<file path="src/rtl/stopwatch_ctrl_pkg.sv">
// Shared types and limits for the stopwatch seconds source.
// Imported by the debouncer and the stopwatch top.
package stopwatch_ctrl_pkg;

  typedef enum logic [1:0] {
    ST_IDLE  = 2'd0,
    ST_RUN   = 2'd1,
    ST_PAUSE = 2'd2
  } state_t;

  localparam logic [3:0] ONE_MAX = 4'd9;
  localparam logic [2:0] TEN_MAX = 3'd5;

endpackage

</file>
<file path="src/rtl/btn_debounce.sv">
// Two-flop synchroniser, level debouncer and press pulse
// for one raw push-button.
module btn_debounce
  import stopwatch_ctrl_pkg::*;
#(
  parameter int unsigned DEB_CYCLES = 20_000
) (
  input  logic clk,
  input  logic rst,
  input  logic btn,
  output logic press
);

  localparam int unsigned CW =
    (DEB_CYCLES > 1) ? $clog2(DEB_CYCLES) : 1;
  localparam logic [CW-1:0] CNT_LAST =
    CW'(DEB_CYCLES - 1);

  logic [1:0]    sync;
  logic [CW-1:0] cnt;
  logic          level;

  // press is registered alongside the level flip
  always_ff @(posedge clk or posedge rst) begin
    if (rst) begin
      sync  <= 2'b00;
      cnt   <= '0;
      level <= 1'b0;
      press <= 1'b0;
    end else begin
      sync  <= {sync[0], btn};
      press <= 1'b0;
      if (sync[1] == level) begin
        cnt <= '0;
      end else if (cnt == CNT_LAST) begin
        cnt   <= '0;
        level <= ~level;
        press <= ~level;
      end else begin
        cnt <= cnt + CW'(1);
      end
    end
  end

endmodule

</file>
<file path="src/rtl/stopwatch_ctrl.sv">
// Start/pause/clear stopwatch producing registered BCD
// seconds 00-59 for the seven-segment display stage.
module stopwatch_ctrl
  import stopwatch_ctrl_pkg::*;
#(
  parameter int unsigned TICK_DIV   = 1_000_000,
  parameter int unsigned DEB_CYCLES = 20_000
) (
  input  logic       clk,
  input  logic       rst,
  input  logic       btn_ss,
  input  logic       btn_clr,
  output logic [3:0] bcd_one,
  output logic [2:0] bcd_ten,
  output logic       running,
  output logic       step,
  output logic       wrap
);

  localparam int unsigned PW = $clog2(TICK_DIV);
  localparam logic [PW-1:0] PRE_LAST =
    PW'(TICK_DIV - 1);

  state_t        state_q, state_d;
  logic [PW-1:0] pre_q, pre_d;
  logic [3:0]    one_d;
  logic [2:0]    ten_d;
  logic          step_d, wrap_d;
  logic          ss_p, clr_p;

  btn_debounce #(.DEB_CYCLES(DEB_CYCLES)) u_ss (
    .clk   (clk),
    .rst   (rst),
    .btn   (btn_ss),
    .press (ss_p)
  );

  btn_debounce #(.DEB_CYCLES(DEB_CYCLES)) u_clr (
    .clk   (clk),
    .rst   (rst),
    .btn   (btn_clr),
    .press (clr_p)
  );

  // clear has priority over a same-cycle start/stop press
  always_comb begin
    state_d = state_q;
    if (clr_p) begin
      state_d = ST_IDLE;
    end else if (ss_p) begin
      unique case (state_q)
        ST_IDLE:  state_d = ST_RUN;
        ST_RUN:   state_d = ST_PAUSE;
        ST_PAUSE: state_d = ST_RUN;
        default:  state_d = ST_IDLE;
      endcase
    end
  end

  always_comb begin
    pre_d  = pre_q;
    one_d  = bcd_one;
    ten_d  = bcd_ten;
    step_d = 1'b0;
    wrap_d = 1'b0;
    if (clr_p) begin
      pre_d = '0;
      one_d = '0;
      ten_d = '0;
    end else if (state_q == ST_RUN) begin
      if (pre_q == PRE_LAST) begin
        pre_d  = '0;
        step_d = 1'b1;
        if (bcd_one == ONE_MAX) begin
          one_d = '0;
          if (bcd_ten == TEN_MAX) begin
            ten_d  = '0;
            wrap_d = 1'b1;
          end else begin
            ten_d = bcd_ten + 3'd1;
          end
        end else begin
          one_d = bcd_one + 4'd1;
        end
      end else begin
        pre_d = pre_q + PW'(1);
      end
    end else if (state_q == ST_IDLE) begin
      pre_d = '0;
    end
  end

  always_ff @(posedge clk or posedge rst) begin
    if (rst) begin
      state_q <= ST_IDLE;
      pre_q   <= '0;
      bcd_one <= '0;
      bcd_ten <= '0;
      step    <= 1'b0;
      wrap    <= 1'b0;
      running <= 1'b0;
    end else begin
      state_q <= state_d;
      pre_q   <= pre_d;
      bcd_one <= one_d;
      bcd_ten <= ten_d;
      step    <= step_d;
      wrap    <= wrap_d;
      running <= (state_d == ST_RUN);
    end
  end

endmodule
</file>
<file path="config.mk">
export PLATFORM = sky130hd
export DESIGN_NAME = stopwatch_ctrl
export DESIGN_NICKNAME = d
export VERILOG_FILES = /design/src/rtl/stopwatch_ctrl_pkg.sv /design/src/rtl/btn_debounce.sv /design/src/rtl/stopwatch_ctrl.sv
export SDC_FILE = /design/constraint.sdc
export NUM_CORES = 1
export LEC_CHECK = 0
export CORE_ASPECT_RATIO = 0.9
export CORE_MARGIN = 4
export CORE_UTILIZATION = 48
export CTS_CLUSTER_SIZE = 12
export DETAILED_ROUTE_END_ITERATION = 7
export HOLD_SLACK_MARGIN = 0.15
export PLACE_DENSITY = 0.67
export SETUP_SLACK_MARGIN = 0.15
export SYNTH_ARGS = -nofsm -noshare
export SYNTH_HDL_FRONTEND = slang
export SYNTH_SLANG_ARGS = --single-unit
</file>
<file path="constraint.sdc">
create_clock -name clk -period 3.45 [get_ports clk]
set_clock_uncertainty 0.05 [all_clocks]
set_input_delay 0.345 -clock clk [delete_from_list [all_inputs] [get_ports clk]]
set_output_delay 0.345 -clock clk [all_outputs]
set_load 0.05 [all_outputs]
</file>
==> impl_results.md <==
* Vias in the first global route at 2,407
* Grt total ovfl at 0
* Clock Latency Late Sink at 0.33 ns
* Seq/Total Area, Yosys at 52.4%
* Inserted Diodes at 0
* P_int at 1.21 mW
* Fin cells at 448
* Worst Hold Path EP: u_clr.sync[1]
* RSZ-0062 raised after global routing: false
* Static leakage at 1.62 nW
* CTS Buffer Depth at 2
* Yosys reg bits at 70
* Pwr Total at 1.54 mW
* Placed cells at 432
* NetSw at 329 uW
* CTS hold repair buffers at 0
* Area after DPL at 0.00358 mm^2
* Post-layout util at 57.0%
* Top cell type's share of synthesized area at 52.4%
* Synth async-reset ratio at 100%
* PostCTS Resize Cnt at 0
* Worst Max-Slew Pin Slew at 0.733 ns
* Setup TNS at 0 ns
* Gr usage total at 16.6%
* PwrDens at 407 mW/mm^2
* Worst R2R Start: pre_q[0]
* Post-synth EDFFs at 0
* First-pass GRT wire length at 10,900 um
* Status: complete, no violations
* Hold Path Origin: u_clr.sync[0]
* Final setup vio count at 0
* WP data arrival at 2.43 ns
* Initial antenna violation count at 0
* Layout Cell Area excl Fill at 0.00379 mm^2
* Worst Setup End Kind: register
* CP required at 3.61 ns
* Drt drc at 0
* Synth Area per Inst at 10.0 um^2
* Worst R2R Path Depth at 7
* HP Class: register to register
* FF-to-FF End: pre_q[12]
* Clock Sinks at 70
* Worst hold slack at 0.304 ns
* Crit path launch type: register
* Routed Antenna Nets at 0
* Synth cell count leaders: dfrtp_1, nor2_1, nand3_1, xor2_1, nand2_1
* Nets@finish at 362
* GPL Wtd Cong at 0.815
* Biggest area consumer among synthesized cells: dfrtp_1
* Crit Path Class: register to register
* Routed WL per cell at 13.3 um
* Ranking of synthesized cells by area: dfrtp_1, xor2_1, nor2_1, nand3_1, xnor2_1
* Tmin final at 2.28 ns
* Final Max Slew Viols at 0
* Unique masters post-synth at 43
* Worst R2R Setup Slack at 1.17 ns
* Initial Util at 50.2%
* Crit-path max FO at 21
* Synthesized instance count at 333
* Max-Slew Margin vs Limit at 50.7%
* Die width at 96.0 um
* Pin count of the biggest net entering global routing at 27
* Vias at 2,405
* CTS tree: built
* Fin crit share at 65.9%
* Hold-critical path depth at 0
* DRT Pass-1 Iters at 5
* H-tree depth at 3
* Worst vdd ir at 0.000256 V
* Via-to-Cell Ratio at 5.37
* Clk slew on worst S/H paths at 0.07 ns
* Placeable Area at 0.00666 mm^2
* Switching share of power at 21.3%
* Die area at 0.00837 mm^2
* Root Driver: clkbuf_8
* Syn Std Cell Area at 0.00334 mm^2
* Syn_nets at 342
* Final Hold Violating Endpoints at 0
* Dominant synthesized flop cell: dfrtp_1
* Max_cap viols at 0
* Synth warnings at 0
* Die Y at 87.2 um
* Setup Fix Bufs, Post-CTS at 0
* Place WS at 1.20 ns
* Fraction of layout cells with a size suffix above 1 at 8.66%
* Post-Route WL at 5970 um
* Final setup margin at 1.17 ns
* Peak Freq at 0.440 GHz
* Clk pwr share at 43.4%
* P&R area growth vs syn at 13.4%
* Port Buffers at 13
* Top-count cell post-synth: dfrtp_1
* Site Rows at 28
* Num CTS Buffers at 9
* Hpwl dp at 4220 um
* Iter 0 DRT Violations at 92
* Logic pwr share at 2.4%
* # IOs at 14
* Seq pwr share at 54.2%
[how the worst max path moves through the flow]
stage | startpoint | end | cells past startpoint
after global routing | pre_q[0] | pre_q[10] | 7
after detailed placement | pre_q[0] | pre_q[14] | 7
after global placement | pre_q[0] | pre_q[10] | 7
after floorplan | rst | bcd_one[0] | 1
after CTS | pre_q[0] | pre_q[10] | 7
final | pre_q[0] | pre_q[12] | 7
[kinds of logic after synthesis]
| group | after synthesis | share of synthesized area (%) |
|---|---|---|
| and+or+nand+nor | 157 | 25.5 |
| DFF | 70 | 52.4 |
| buffers and inverters | 21 | 2.40 |
| xor gates and xnor gates | 34 | 8.91 |
| adders and majority gates | 5 | 1.87 |
| AOI/OAI and AO/OA | 40 | 7.07 |
| muxes | 6 | 1.87 |
[cell type report]
cell class,count,area (um^2)
fill,606,2860
sequential,70,1750
multi-input combinational,242,1510
timing repair buffer,17,160
clock buffer,11,151
tap,90,113
clock inverter,5,56.3
inverter,13,48.8
[routing by layer]
layer	vias up	track usage (%)	share of wire [%]
li1	1205	-	-
met1	1166	22.6	49
met2	32	26.1	47
met3	2	4.41	3.1
met4	0	5.04	0.39
met5	-	0	0
[flip-flops by register name (all words and copies together) (netlist names), 2 cells and up]
register and flops:
u_ss.sync 2, bcd_one 4, u_ss.cnt 15, u_clr.cnt 15, state_q 2, u_clr.sync 2, bcd_ten 3, pre_q 20
[cell usage in the layout, fill, tap and decap left out, drive strengths merged, types with 2 or more instances in the layout]
cell type / instances
nor4b: 3
clkdlybuf4s50: 13
or4: 2
nor3: 9
xnor2: 12
nand4: 15
and2: 5
and3: 7
nor3b: 2
inv: 14
nor4: 5
a41oi: 2
xor2: 22
nand4b: 2
nor2: 46
clkinv: 2
dfrtp: 70
buf: 4
nand3: 23
a31oi: 7
nand2: 21
a22o: 2
a21oi: 13
clkbuf: 11
nor2b: 5
ha: 5
or3: 6
nand2b: 4
mux2: 2
o21ai: 11
mux2i: 4
[critical path, stage by stage, from the launching register on]
cell and delay, ns:
dfrtp_1 0.40, ha_1 0.26, nand4_4 0.14, nor4_2 0.56, a21oi_1 0.13, buf_4 0.24, nor2_1 0.28, nor2_1 0.09
[power by group through the flow]
stage / Combinational [mW] / Sequential [mW] / Clock, mW
CTS: 0.0400 / 0.835 / 0.691
floorplan: 0.0264 / 0.850 / 0
detailed placement: 0.0400 / 0.851 / 0
global route: 0.0454 / 0.836 / 0.728
global placement: 0.0393 / 0.851 / 0
finish: 0.0376 / 0.835 / 0.669
No activity file was read; power rests on OpenSTA's default activity.
